`config.mk`:
```
export PLATFORM = sky130hd
export DESIGN_NAME = mips_mc_control
export DESIGN_NICKNAME = d
export VERILOG_FILES = /design/src/rtl/mips_mc_pkg.sv /design/src/rtl/mips_mc_outdec.sv /design/src/rtl/mips_mc_control.sv
export SDC_FILE = /design/constraint.sdc
export NUM_CORES = 1
export LEC_CHECK = 0
export CORE_ASPECT_RATIO = 2
export CORE_MARGIN = 5
export CORE_UTILIZATION = 49
export CTS_BUF_LIST = sky130_fd_sc_hd__clkbuf_16
export DETAILED_ROUTE_END_ITERATION = 8
export GPL_TIMING_DRIVEN = 0
export PLACE_DENSITY = 0.84
export SYNTH_ARGS = -nofsm -noshare
export SYNTH_HDL_FRONTEND = slang
export SYNTH_HIERARCHICAL = 1
export SYNTH_SLANG_ARGS = --single-unit
```
`constraint.sdc`:
```
create_clock -name clk -period 3.29 [get_ports clk]
set_clock_uncertainty 0.1 [all_clocks]
set_input_delay 0.987 -clock clk [delete_from_list [all_inputs] [get_ports clk]]
set_output_delay 0.987 -clock clk [all_outputs]
set_load 0.02 [all_outputs]
```
`src/rtl/mips_mc_pkg.sv`:
```
// Shared definitions for the MIPS multicycle CPU: opcodes, control FSM states,
// ALU/mux select encodings and the bundled control word.
package mips_mc_pkg;

  localparam logic [5:0] OP_RTYPE = 6'b000000;
  localparam logic [5:0] OP_LW    = 6'b100011;
  localparam logic [5:0] OP_SW    = 6'b101011;
  localparam logic [5:0] OP_BGTZ  = 6'b000111;
  localparam logic [5:0] OP_J     = 6'b000010;
  localparam logic [5:0] OP_ADDI  = 6'b001000;

  typedef enum logic [3:0] {
    S_FETCH    = 4'd0,
    S_DECODE   = 4'd1,
    S_MEM_ADDR = 4'd2,
    S_MEM_RD   = 4'd3,
    S_MEM_WB   = 4'd4,
    S_MEM_WR   = 4'd5,
    S_R_EX     = 4'd6,
    S_R_WB     = 4'd7,
    S_BR       = 4'd8,
    S_JMP      = 4'd9,
    S_I_EX     = 4'd10,
    S_I_WB     = 4'd11
  } state_t;

  typedef enum logic [1:0] {
    ALU_ADD   = 2'b00,
    ALU_SUB   = 2'b01,
    ALU_FUNCT = 2'b10
  } alu_op_t;

  typedef enum logic [1:0] {
    SRCB_B      = 2'b00,
    SRCB_FOUR   = 2'b01,
    SRCB_OFFSET = 2'b10,
    SRCB_BRANCH = 2'b11
  } alu_src_b_t;

  typedef enum logic [1:0] {
    PCSRC_ALU    = 2'b00,
    PCSRC_ALUOUT = 2'b01,
    PCSRC_JUMP   = 2'b10
  } pc_source_t;

  typedef struct packed {
    logic       pc_write;
    logic       pc_write_cond;
    logic       i_or_d;
    logic       mem_read;
    logic       mem_write;
    logic       ir_write;
    logic       mem_to_reg;
    logic       reg_dst;
    logic       reg_write;
    logic       alu_src_a;
    logic [1:0] alu_src_b;
    logic [1:0] alu_op;
    logic [1:0] pc_source;
    logic       instr_done;
  } ctrl_t;

  function automatic logic is_legal_op(input logic [5:0] op);
    logic legal;
    case (op)
      OP_RTYPE, OP_LW, OP_SW, OP_BGTZ, OP_J, OP_ADDI: legal = 1'b1;
      default:                                        legal = 1'b0;
    endcase
    return legal;
  endfunction

endpackage

```
`src/rtl/mips_mc_outdec.sv`:
```
// Combinational control-word decode from FSM state; mem_ready only gates the
// FETCH load strobes and the final cycle of a store.
module mips_mc_outdec
  import mips_mc_pkg::*;
(
  input  state_t state,
  input  logic   mem_ready,
  output ctrl_t  ctrl
);

  // Moore decode of the control word per state
  always_comb begin
    ctrl = '0;
    case (state)
      S_FETCH: begin
        ctrl.mem_read  = 1'b1;
        ctrl.alu_src_b = SRCB_FOUR;
        if (mem_ready) begin
          ctrl.ir_write = 1'b1;
          ctrl.pc_write = 1'b1;
        end else begin
          ctrl.ir_write = 1'b0;
          ctrl.pc_write = 1'b0;
        end
      end
      S_DECODE:   ctrl.alu_src_b = SRCB_BRANCH;
      S_MEM_ADDR: begin
        ctrl.alu_src_a = 1'b1;
        ctrl.alu_src_b = SRCB_OFFSET;
      end
      S_MEM_RD: begin
        ctrl.mem_read = 1'b1;
        ctrl.i_or_d   = 1'b1;
      end
      S_MEM_WB: begin
        ctrl.reg_write  = 1'b1;
        ctrl.mem_to_reg = 1'b1;
        ctrl.instr_done = 1'b1;
      end
      S_MEM_WR: begin
        ctrl.mem_write  = 1'b1;
        ctrl.i_or_d     = 1'b1;
        ctrl.instr_done = mem_ready;
      end
      S_R_EX: begin
        ctrl.alu_src_a = 1'b1;
        ctrl.alu_src_b = SRCB_B;
        ctrl.alu_op    = ALU_FUNCT;
      end
      S_R_WB: begin
        ctrl.reg_write  = 1'b1;
        ctrl.reg_dst    = 1'b1;
        ctrl.instr_done = 1'b1;
      end
      S_BR: begin
        ctrl.alu_src_a     = 1'b1;
        ctrl.alu_op        = ALU_SUB;
        ctrl.pc_write_cond = 1'b1;
        ctrl.pc_source     = PCSRC_ALUOUT;
        ctrl.instr_done    = 1'b1;
      end
      S_JMP: begin
        ctrl.pc_write   = 1'b1;
        ctrl.pc_source  = PCSRC_JUMP;
        ctrl.instr_done = 1'b1;
      end
      S_I_EX: begin
        ctrl.alu_src_a = 1'b1;
        ctrl.alu_src_b = SRCB_OFFSET;
      end
      S_I_WB: begin
        ctrl.reg_write  = 1'b1;
        ctrl.instr_done = 1'b1;
      end
      default: ctrl = '0;
    endcase
  end

endmodule

```
`src/rtl/mips_mc_control.sv`:
```
// Main control FSM of the MIPS multicycle CPU: sequences the shared datapath one
// instruction at a time and counts retired instructions.
module mips_mc_control
  import mips_mc_pkg::*;
#(
  parameter int CNT_W = 32
) (
  input  logic             clk,
  input  logic             rst,
  input  logic [5:0]       opcode,
  input  logic             mem_ready,
  output logic             pc_write,
  output logic             pc_write_cond,
  output logic             i_or_d,
  output logic             mem_read,
  output logic             mem_write,
  output logic             ir_write,
  output logic             mem_to_reg,
  output logic             reg_dst,
  output logic             reg_write,
  output logic             alu_src_a,
  output logic [1:0]       alu_src_b,
  output logic [1:0]       alu_op,
  output logic [1:0]       pc_source,
  output logic [3:0]       state,
  output logic             illegal,
  output logic             instr_done,
  output logic [CNT_W-1:0] retired
);

  state_t           state_r;
  state_t           next_s;
  logic [5:0]       op_r;
  logic [CNT_W-1:0] retired_r;
  ctrl_t            ctrl_s;
  logic             instr_done_s;

  mips_mc_outdec u_outdec (
    .state     (state_r),
    .mem_ready (mem_ready),
    .ctrl      (ctrl_s)
  );

  // State register, opcode latch and retired counter
  always_ff @(posedge clk) begin
    if (rst) begin
      state_r   <= S_FETCH;
      op_r      <= 6'd0;
      retired_r <= '0;
    end else begin
      state_r <= next_s;
      if (state_r == S_DECODE) begin
        op_r <= opcode;
      end
      if (instr_done_s) begin
        retired_r <= retired_r + {{(CNT_W-1){1'b0}}, 1'b1};
      end
    end
  end

  // Next-state logic; MEM_ADDR relies on the opcode latched in DECODE
  always_comb begin
    next_s = S_FETCH;
    case (state_r)
      S_FETCH: begin
        if (mem_ready) next_s = S_DECODE;
        else           next_s = S_FETCH;
      end
      S_DECODE: begin
        case (opcode)
          OP_LW, OP_SW: next_s = S_MEM_ADDR;
          OP_RTYPE:     next_s = S_R_EX;
          OP_BGTZ:      next_s = S_BR;
          OP_J:         next_s = S_JMP;
          OP_ADDI:      next_s = S_I_EX;
          default:      next_s = S_FETCH;
        endcase
      end
      S_MEM_ADDR: begin
        if (op_r == OP_LW) next_s = S_MEM_RD;
        else               next_s = S_MEM_WR;
      end
      S_MEM_RD: begin
        if (mem_ready) next_s = S_MEM_WB;
        else           next_s = S_MEM_RD;
      end
      S_MEM_WR: begin
        if (mem_ready) next_s = S_FETCH;
        else           next_s = S_MEM_WR;
      end
      S_R_EX:  next_s = S_R_WB;
      S_I_EX:  next_s = S_I_WB;
      default: next_s = S_FETCH;
    endcase
  end

  // Port drive; reset suppresses every write/request strobe
  always_comb begin
    instr_done_s  = ctrl_s.instr_done & ~rst;
    pc_write      = ctrl_s.pc_write & ~rst;
    pc_write_cond = ctrl_s.pc_write_cond & ~rst;
    ir_write      = ctrl_s.ir_write & ~rst;
    mem_read      = ctrl_s.mem_read & ~rst;
    mem_write     = ctrl_s.mem_write & ~rst;
    reg_write     = ctrl_s.reg_write & ~rst;
    illegal       = (state_r == S_DECODE) & ~is_legal_op(opcode) & ~rst;
    instr_done    = instr_done_s;
    i_or_d        = ctrl_s.i_or_d;
    mem_to_reg    = ctrl_s.mem_to_reg;
    reg_dst       = ctrl_s.reg_dst;
    alu_src_a     = ctrl_s.alu_src_a;
    alu_src_b     = ctrl_s.alu_src_b;
    alu_op        = ctrl_s.alu_op;
    pc_source     = ctrl_s.pc_source;
    state         = state_r;
    retired       = retired_r;
  end

endmodule

```
### After elaboration in Yosys (flattened, before gate mapping)

Index checks and enable logic that the tools add are counted.

| word-level totals | value |
|---|---|
| bits in registers | 42 |
| input port bits | 9 |
| output and inout bits | 54 |
| logic and storage cells | 64 |

| operators by class | value |
|---|---|
| $add $sub $neg | 1 |
| eq/ne operators | 17 |
| multiplexer cells | 22 |
| bitwise operators | 11 |
| reduce and logical (&&, ||, !) cells | 10 |

Operator list:

| cell | count |
|---|---|
| adder 32 x 1 -> 32 bit (second input constant) | 1 |
| one-hot mux 4 bit (7 select lines) | 1 |
| one-hot mux 4 bit (5 select lines) | 1 |
| equality test 6 bit (second input constant) | 3 |
| equality test 4 x 3 -> 1 bit (second input constant) | 4 |
| equality test 4 bit (second input constant) | 4 |
| 2-to-1 mux 1 bit | 12 |
| AND 1 bit | 9 |
| 2-to-1 mux 3 bit | 3 |
| equality test 4 x 2 -> 1 bit (second input constant) | 2 |
| one-hot mux 2 bit (2 select lines) | 2 |
| OR reduction 2 bit | 4 |
| equality test 6 x 2 -> 1 bit (second input constant) | 1 |
| equality test 6 x 3 -> 1 bit (second input constant) | 1 |
| equality test 6 x 4 -> 1 bit (second input constant) | 1 |
| logical NOT 6 bit | 1 |
| one-hot mux 2 bit (3 select lines) | 1 |
| OR reduction 6 bit | 1 |
| OR reduction 5 bit | 1 |
| equality test 4 x 1 -> 1 bit (second input constant) | 1 |
| logical NOT 4 bit | 1 |
| one-hot mux 1 bit (2 select lines) | 2 |
| OR reduction 4 bit | 1 |
| OR reduction 3 bit | 1 |
| NOT 1 bit | 2 |

### Depth between registers and ports, before layout

Gate-level depths: netlist of the first run.

| depth | value |
|---|---|
| depth after elaboration | 6 |
| mapped depth | 9 |
| mapped depth without buffers | 6 |

### Modules after synthesis

Netlist of the first run, hierarchy kept.

Modules (own cells, without submodules):

| module | times used | cells an instance | area each (um2) | sequential area each (um2) |
|---|---|---|---|---|
| mips_mc_control | 1 | 265 | 2184.6 | 840.8 |
| mips_mc_outdec | 1 | 36 | 224.0 | 0.0 |

### Least setup slack after synthesis of the first run

No wires, ideal clock.

| path | value |
|---|---|
| path kind | input port to output port |
| from | in opcode[0] |
| to | out illegal |
| data arrival time | 2037 ps |
| data required time | 2203 ps |
| path slack | 166 ps |
| cell stages on the path | 5 |
| path buffers | 1 |
| cell sequence | clkbuf_1 > xnor2_1 > a31oi_1 > o32ai_1 > nor3_1 |

| between the ends | value |
|---|---|
| word-level cells in the longest chain between the ends | 6 |
| elaborated cells on any way between the ends | 11 |
| classes of those cells | 5 x eq/ne; 1 x mux; 3 x bitwise; 2 x reduce/logical |

RTL lines:

| item | RTL line | source |
|---|---|---|
| start, declared | mips_mc_control.sv:10 | `input logic [5:0] opcode,` |
| equality test 6 bit, or another cell as far along | mips_mc_pkg.sv:65 | `case (op)` |
| OR reduction 6 bit (*) | mips_mc_pkg.sv:65 |  |
| 2-to-1 mux 1 bit (*) | mips_mc_pkg.sv:65 |  |
| NOT 1 bit (*) | mips_mc_control.sv:106 | `illegal = (state_r == S_DECODE) & ~is_legal_op(opcode) & ~rst;` |
| AND 1 bit (*) (2 in a row) | mips_mc_control.sv:106 |  |
| end, declared | mips_mc_control.sv:26 | `output logic illegal,` |

Mark *: on every way between the ends. The rest lies on a longest branch, timed or not.

### Worst setup path in the final report of the first run

| path | value |
|---|---|
| from | in opcode[2] |
| to | out illegal |

The elaborated chain is that of the path after synthesis.

==> results of run 1 <==
-- path summary, 6_finish.rpt --
check / start / endpoint / depth (start not counted)
worst min-delay path: op_r[1] / op_r[1] / 2
worst min register to register: op_r[1] / op_r[1] / 2
worst max-delay path: opcode[2] / illegal / 6
worst max register to register: state[2] / retired[25] / 9
-- per-layer routing --
layer  wire length (µm)  share of wire (%)
met1               2501                 36
met5                  0                  0
met4                219                3.2
met3                353                5.1
met2               3833                 55
-- cells in the final DEF (no fill, tap or decap), drive strengths merged, types with 6 or more instances in the layout --
cell type	synthesis	final
clkdlybuf4s50	0	47
dfxtp	42	42
a21oi	29	29
nor2	25	25
nand2	25	25
buf	11	19
clkbuf	10	14
or4	12	12
nand4	12	12
nor3	10	10
xnor2	9	9
o21ai	9	9
o31ai	9	9
nor2b	9	9
nand3	9	9
nand2b	8	8
nor4	8	8
inv	7	7
and3	6	6
xor2	6	6
clkdlybuf4s15	0	6
or3	6	6
-- worst max-delay path, delay by kind of cell --
kind                   cells  cell delay (ns)
AO/OA/AOI/OAI              2             0.37
XOR/XNOR                   1             0.17
buffers and inverters      2             0.53
AND/OR/NAND/NOR            1             0.15
-- cell type report --
| class | instances | share of cell area (%) |
|---|---|---|
| multi-input combinational | 231 | 43.84 |
| sequential | 42 | 25.18 |
| timing repair buffer | 65 | 18.92 |
| clock buffer | 5 | 3.747 |
| buffer | 21 | 3.484 |
| tap | 57 | 2.136 |
| clock inverter | 3 | 1.911 |
| inverter | 7 | 0.7868 |
-- synth_stat cells (all sizes together) (2+ instances only) --
master  instances
dfxtp          42
a21oi          29
nand2          25
nor2           25
nand4          12
or4            12
buf            11
clkbuf         10
nor3           10
nand3           9
nor2b           9
o21ai           9
o31ai           9
xnor2           9
nand2b          8
nor4            8
inv             7
and3            6
or3             6
xor2            6
o41ai           4
a31oi           3
and4            3
nand4b          3
nor4b           3
or2             3
mux2i           2
nor3b           2
nor4bb          2
or3b            2
-- report_power, final --
| part | leakage [nW] | internal (mW) | switching (mW) |
|---|---|---|---|
| registers | 0.339 | 0.513 | 0.00516 |
| logic | 0.671 | 0.0354 | 0.0498 |
| clock network | 0.0915 | 0.432 | 0.202 |
-- through the flow --
step                      cells  utilization, %  hold WS [ns]  setup TNS (ns)
after floorplan             301               -        0.3316               0
after global placement      419           64.12        0.3416          -7.791
after detailed placement    419           64.12        0.3488          -8.587
after CTS                   429           68.30        0.3577               0
after global routing        431           69.29        0.3788        -0.03255
final                       431           69.29        0.3597        -0.01120
-- registers in the layout (all words and copies together) (netlist names) --
name	cells
op_r	6
retired	32
state	4
-- cell families after synthesis --
| logic type | count (synthesis) |
|---|---|
| xor gates and xnor gates | 15 |
| AOI/OAI and AO/OA | 61 |
| adders and majority gates | 1 |
| muxes | 3 |
| and+or+nand+nor | 151 |
| buffers and inverters | 28 |
| DFF | 42 |
-- repair_timing --
action                                 4_1_cts  5_1_grt
endpoints found under the hold margin        0        0
setup endpoints to repair                   14        8
hold buffers                                 0        0
pin swaps                                    2        2
resized for setup                           38        8
buffers inserted                             2        2
==> impl_results.md, run 1 <==
- Vias in the first global route: 2,559
- Core area: 4820 µm²
- Vias: 2,581
- Max-slew violations: 0
- Post-synth cell types: 49
- Worst Hold Class: reg2reg
- DRT Wirelength: 6907 µm
- Nets: 383
- FILL cells: 372
- Post-Synth XOR/XNOR Area: 5.455%
- IO Pins: 63
- Met1 usage: 21.52%
- FF+latch count, synth: 42
- CTS Buf Count: 5
- Startpoint type of the worst setup path: input pin
- WS Path Type: in2out
- Synth Area per Inst: 8.002 µm²
- RSZ-0062 raised after global routing: yes
- Die width: 59.58 µm
- Final worst slack: -0.01120 ns
- Post-synthesis mux area share: 1.299%
- Worst EP required: 2.20 ns
- Status: complete, but fails checks
- Overall Power: 1.238 mW
- Cells after synthesis: 301
- Storage cell area: 840.8 µm²
- Crit path cell chain: dlygate4sd2_1 -> xnor2_1 -> a31oi_2 -> o32ai_2 -> nor3_1 -> buf_2
- Maxcap violations: 0
- Row count: 36
- Final Instance Area: 3339 µm²
- Synth-to-Final Area Change: 38.65%
- M3 GR Usage: 4.265%
- DP Worst Slack: -0.7205 ns
- Dpl cell area: 3090 µm²
- Mapped cell area: 2409 µm²
- Vias per cell: 5.988
- Max Freq: 302.9 MHz
- Fraction of the mapped netlist area in simple logic gates: 36.62%
- All-Layer GR Usage: 21.89%
- CTS root buf: clkbuf_16
- Drt drc: 0
- Worst slew pin tran: 0.8136 ns
- Final HPWL DP: 5002 µm
- Routed Antenna Nets: 0
- Clock Sinks: 42
- Met2 usage: 41.24%
- Compound-gate portion of the synthesized area: 15.48%
- Footprint of the multi-input gates: 1464 µm²
- Top Usage Layer GRT: met2
- Mapped Nets: 311
- Peak supply drop: 0.3734 mV
- Yosys top cell by area: dfxtp_1
- Die Height: 109.2 µm
- EDFF count, synth: 0
- Power Density: 370.7 nW/µm²
- Max stage delay on crit path: 0.33 ns
- WP data arrival: 2.21 ns
- Largest net degree at the start of global routing: 14
- CTS clk-pin slew, worst paths: 0.07 ns
- RD Place Congestion: 0.8552
- Share of layout cells above drive strength 1: 12.83%
- DRT iter0 DRCs: 76
- Wire per inst: 16.03 µm
- R2R Setup Slk: 0.43 ns
- Overflow after GRT: 0
- Die footprint: 6503 µm²
- Clk_lat worst skew: 0.29 ns
- Pre-antenna DRT Iters: 4
- Synth area leaders: dfxtp_1, a21oi_1, nand2_1
- Tcrit/Tclk final: 100.3%
- Port-buffer cells: 61
- TritonCTS clock tree: done
- Final Setup Violations: 1
- Primary FF master, synth: dfxtp_1
- Async SR Flop Fraction: 0%
- Ant. Diodes: 0
- Crit. End Element: output pin
- Adder-cell share of the synthesized area: 0.5195%
- Starting Density: 49.97%
- Crit path time final: 3.301 ns
- First-pass GRT wire length: 11,280 µm
- Final Hold Fails: 0
- Leakage: 1.101 nW
- Crit-path max FO: 5
- Share of the synthesized area in the top cell type: 34.91%
- Main combinational cell family by area after synthesis: simple AND/OR/NAND/NOR gates
- Failing checks: negative setup slack
- Initial antenna violation count: 0
- Synth Warn #: 6
- H-Tree Depth: 2
- Worst relative slew slack: 45.26%
- Seq/Total Area, Yosys: 34.91%
- Max Buffers Root-to-Sink: 2
- Crit path max-delay cell type: dlygate4sd2_1
(Power assumes the default switching activity.)
==> inputs of run 2 (changes only) <==
--- a/config.mk
+++ b/config.mk
@@ -11,7 +11,7 @@
 export CTS_BUF_LIST = sky130_fd_sc_hd__clkbuf_16
 export DETAILED_ROUTE_END_ITERATION = 8
 export GPL_TIMING_DRIVEN = 0
-export PLACE_DENSITY = 0.84
+export PLACE_DENSITY = 0.8
 export SYNTH_ARGS = -nofsm -noshare
 export SYNTH_HDL_FRONTEND = slang
 export SYNTH_HIERARCHICAL = 1
==> impl_results.md, run 2 (synthesized netlist as in run 1, its figures left out) <==
- Status: finished clean
- Initial antenna violation count: 0 (unchanged)
- Routed Antenna Nets: 0 (unchanged)
- Synth-to-Final Area Change: 37.87%
- Final HPWL DP: 5005 µm (about the same)
- Vias in the first global route: 2,499 (-2.3%)
- Final Hold Fails: 0 (unchanged)
- Final Instance Area: 3321 µm² (-0.56%)
- Tcrit/Tclk final: 98.42% (-1.9 points)
- Max Buffers Root-to-Sink: 2 (unchanged)
- Commonest non-fill, non-tap cell in the layout: clkdlybuf4s50_1
- R2R Setup Slk: 0.45 ns (+0.02 ns)
- Clock power frac: 48.1% (-3.2 points)
- Share of layout cells above drive strength 1: 12.87% (+0.034 points)
- Crit path max-delay cell type: clkdlybuf4s15_2
- Crit-path max FO: 5 (unchanged)
- Die Height: 109.2 µm (unchanged)
- Dpl cell area: 3090 µm² (unchanged)
- Post-Layout Cell Count: 430 (-0.23%)
- IO Pins: 63 (unchanged)
- First-pass GRT wire length: 10,960 µm (-2.8%)
- Sequential power share: 44.6% (+2.7 points)
- TNS Setup: 0 ns (+0.01120 ns)
- Max Freq: 308.8 MHz (+2.0%)
- Worst relative slew slack: 50.95% (+5.7 points)
- Sw Pwr: 256.7 µW (-0.18%)
- Largest net degree at the start of global routing: 14 (unchanged)
- Die width: 59.58 µm (unchanged)
- Max-slew violations: 0 (unchanged)
- Maxcap violations: 0 (unchanged)
- Clk_lat worst skew: 0.28 ns (about the same)
- Max reg flops: 32 (unchanged)
- Port-buffer cells: 61 (unchanged)
- All-Layer GR Usage: 21.44% (-0.44 points)
- CTS root buf: clkbuf_16
- Crit path cell chain: clkdlybuf4s15_2 -> xnor2_1 -> a31oi_2 -> o32ai_2 -> nor3_1 -> buf_2
- Leakage: 1.112 nW (+0.94%)
- DRT Wirelength: 6697 µm (-3.0%)
- RSZ-0062 raised after global routing: yes
- Crit. End Element: output pin
- Final worst slack: 0.05199 ns (+0.06318 ns)
- Switching share of power: 22.11% (+1.3 points)
- Worst EP required: 2.20 ns (about the same)
- Internal power: 904.2 µW (-7.8%)
- Hold slack final: 0.3563 ns (-0.003362 ns)
- Wire per inst: 15.57 µm (-2.8%)
- DP Worst Slack: -0.7578 ns (-0.03731 ns)
- CTS clk-pin slew, worst paths: 0.06 ns (about the same)
- CP top delay family: buffers and inverters
- Pre-antenna DRT Iters: 4 (unchanged)
- Vias per cell: 5.949 (-0.66%)
- Peak supply drop: 0.2689 mV (-28%)
- Drt drc: 0 (unchanged)
- Nets: 382 (-0.26%)
- Comb pwr share: 7.3% (+0.4 points)
- Starting Density: 49.97% (unchanged)
- Max stage delay on crit path: 0.24 ns (-0.09 ns)
- Hold Buf Count CTS: 0 (unchanged)
- WS Path Type: in2out
- Worst slew pin tran: 0.7291 ns (-0.08451 ns)
- Ant. Diodes: 0 (unchanged)
- WP data arrival: 2.15 ns (-0.06 ns)
- H-Tree Depth: 2 (unchanged)
- TritonCTS clock tree: done
- RD Place Congestion: 0.8443 (-1.3%)
- Worst Path Buf+Inv: 2 (unchanged)
- Placed insts: 419 (unchanged)
- Startpoint type of the worst setup path: input pin
- DRT iter0 DRCs: 56 (-26%)
- Clock Sinks: 42 (unchanged)
- Crit path time final: 3.238 ns (-0.06318 ns)
- Overflow after GRT: 0 (unchanged)
- Vias: 2,558 (-0.89%)
- Core area: 4820 µm² (unchanged)
- Final Setup Violations: 0 (-1)
- Commonest cells after routing, fill and taps aside: clkdlybuf4s50_1, dfxtp_1, a21oi_1
- Power Density: 349.6 nW/µm² (-5.7%)
- CTS Buf Count: 5 (unchanged)
- Row count: 36 (unchanged)
- Die footprint: 6503 µm² (unchanged)
- Worst Hold Class: reg2reg
-- run 2: cell types whose count changed in the layout (fill, tap and decap cells not counted), moves of 2 or more --
cell | before | now
buf_4 | 9 | 6
clkbuf_2 | 1 | 3
clkbuf_4 | 0 | 2
clkdlybuf4s15_2 | 5 | 3
-- run 2: repair_timing --
action	CTS	global route
gates resized for setup	36	15
endpoints found under the setup margin	15	11
buffers inserted	3	0
pin swaps	4	1
-- run 2: stage by stage --
step | utilization [%] | total power [mW]
floorplan | - | 0.5751
global placement | 64.12 | 0.6095
detailed placement | 64.12 | 0.6105
CTS | 68.35 | 1.159
global route | 68.90 | 1.196
finish | 68.90 | 1.161
-- run 2: routing by layer --
layer | wire length (µm) | track usage (%) | vias to the layer above | part of all wire [%]
li1 | - | - | 1250 | -
met1 | 2432 | 20.66 | 1217 | 36
met2 | 3755 | 41.00 | 76 | 56
met3 | 335 | 4.858 | 15 | 5.0
met4 | 174 | 9.509 | 0 | 2.6
met5 | 0 | 0 | - | 0
-- run 2: cell type report --
class,count,area [µm²]
fillers,392,1499
multi-input cells,231,1475
flip-flops and latches,42,840.8
repair buffers,64,611.8
plain buffers,21,128.9
clock buffers,5,125.1
well taps,57,71.32
clock inverters,3,41.29
inverters,7,26.28
-- run 2: tightest hold or removal path: cells and delay by family, from the launching register on --
family / cells / cell delay (ns)
AO/OA/AOI/OAI: 1 / 0.05
flip-flops: 1 / 0.31
AND/OR/NAND/NOR: 1 / 0.05
-- run 2: worst paths after layout --
kind | startpoint | endpoint | depth (start not counted)
setup / recovery | opcode[2] | illegal | 6
hold reg to reg | op_r[3] | op_r[3] | 2
setup reg to reg | state[0] | retired[25] | 9
hold / removal | op_r[3] | op_r[3] | 2
-- run 2: power groups by stage --
stage | registers (mW) | logic [mW] | clock network [mW]
2_1_floorplan | 0.529 | 0.0458 | 0
3_3_place_gp | 0.529 | 0.0803 | 0
3_5_place_dp | 0.529 | 0.0812 | 0
4_1_cts | 0.518 | 0.0832 | 0.558
5_1_grt | 0.519 | 0.0915 | 0.586
6_report | 0.518 | 0.0847 | 0.558
==> inputs of run 3 (changes only) <==
--- a/config.mk
+++ b/config.mk
@@ -9,6 +9,7 @@
 export CORE_MARGIN = 5
 export CORE_UTILIZATION = 49
 export CTS_BUF_LIST = sky130_fd_sc_hd__clkbuf_16
+export CTS_CLUSTER_SIZE = 16
 export DETAILED_ROUTE_END_ITERATION = 8
 export GPL_TIMING_DRIVEN = 0
 export PLACE_DENSITY = 0.8
==> results of run 3 <==
No change in the layout: final DEF, timing and power equal those of run 2.
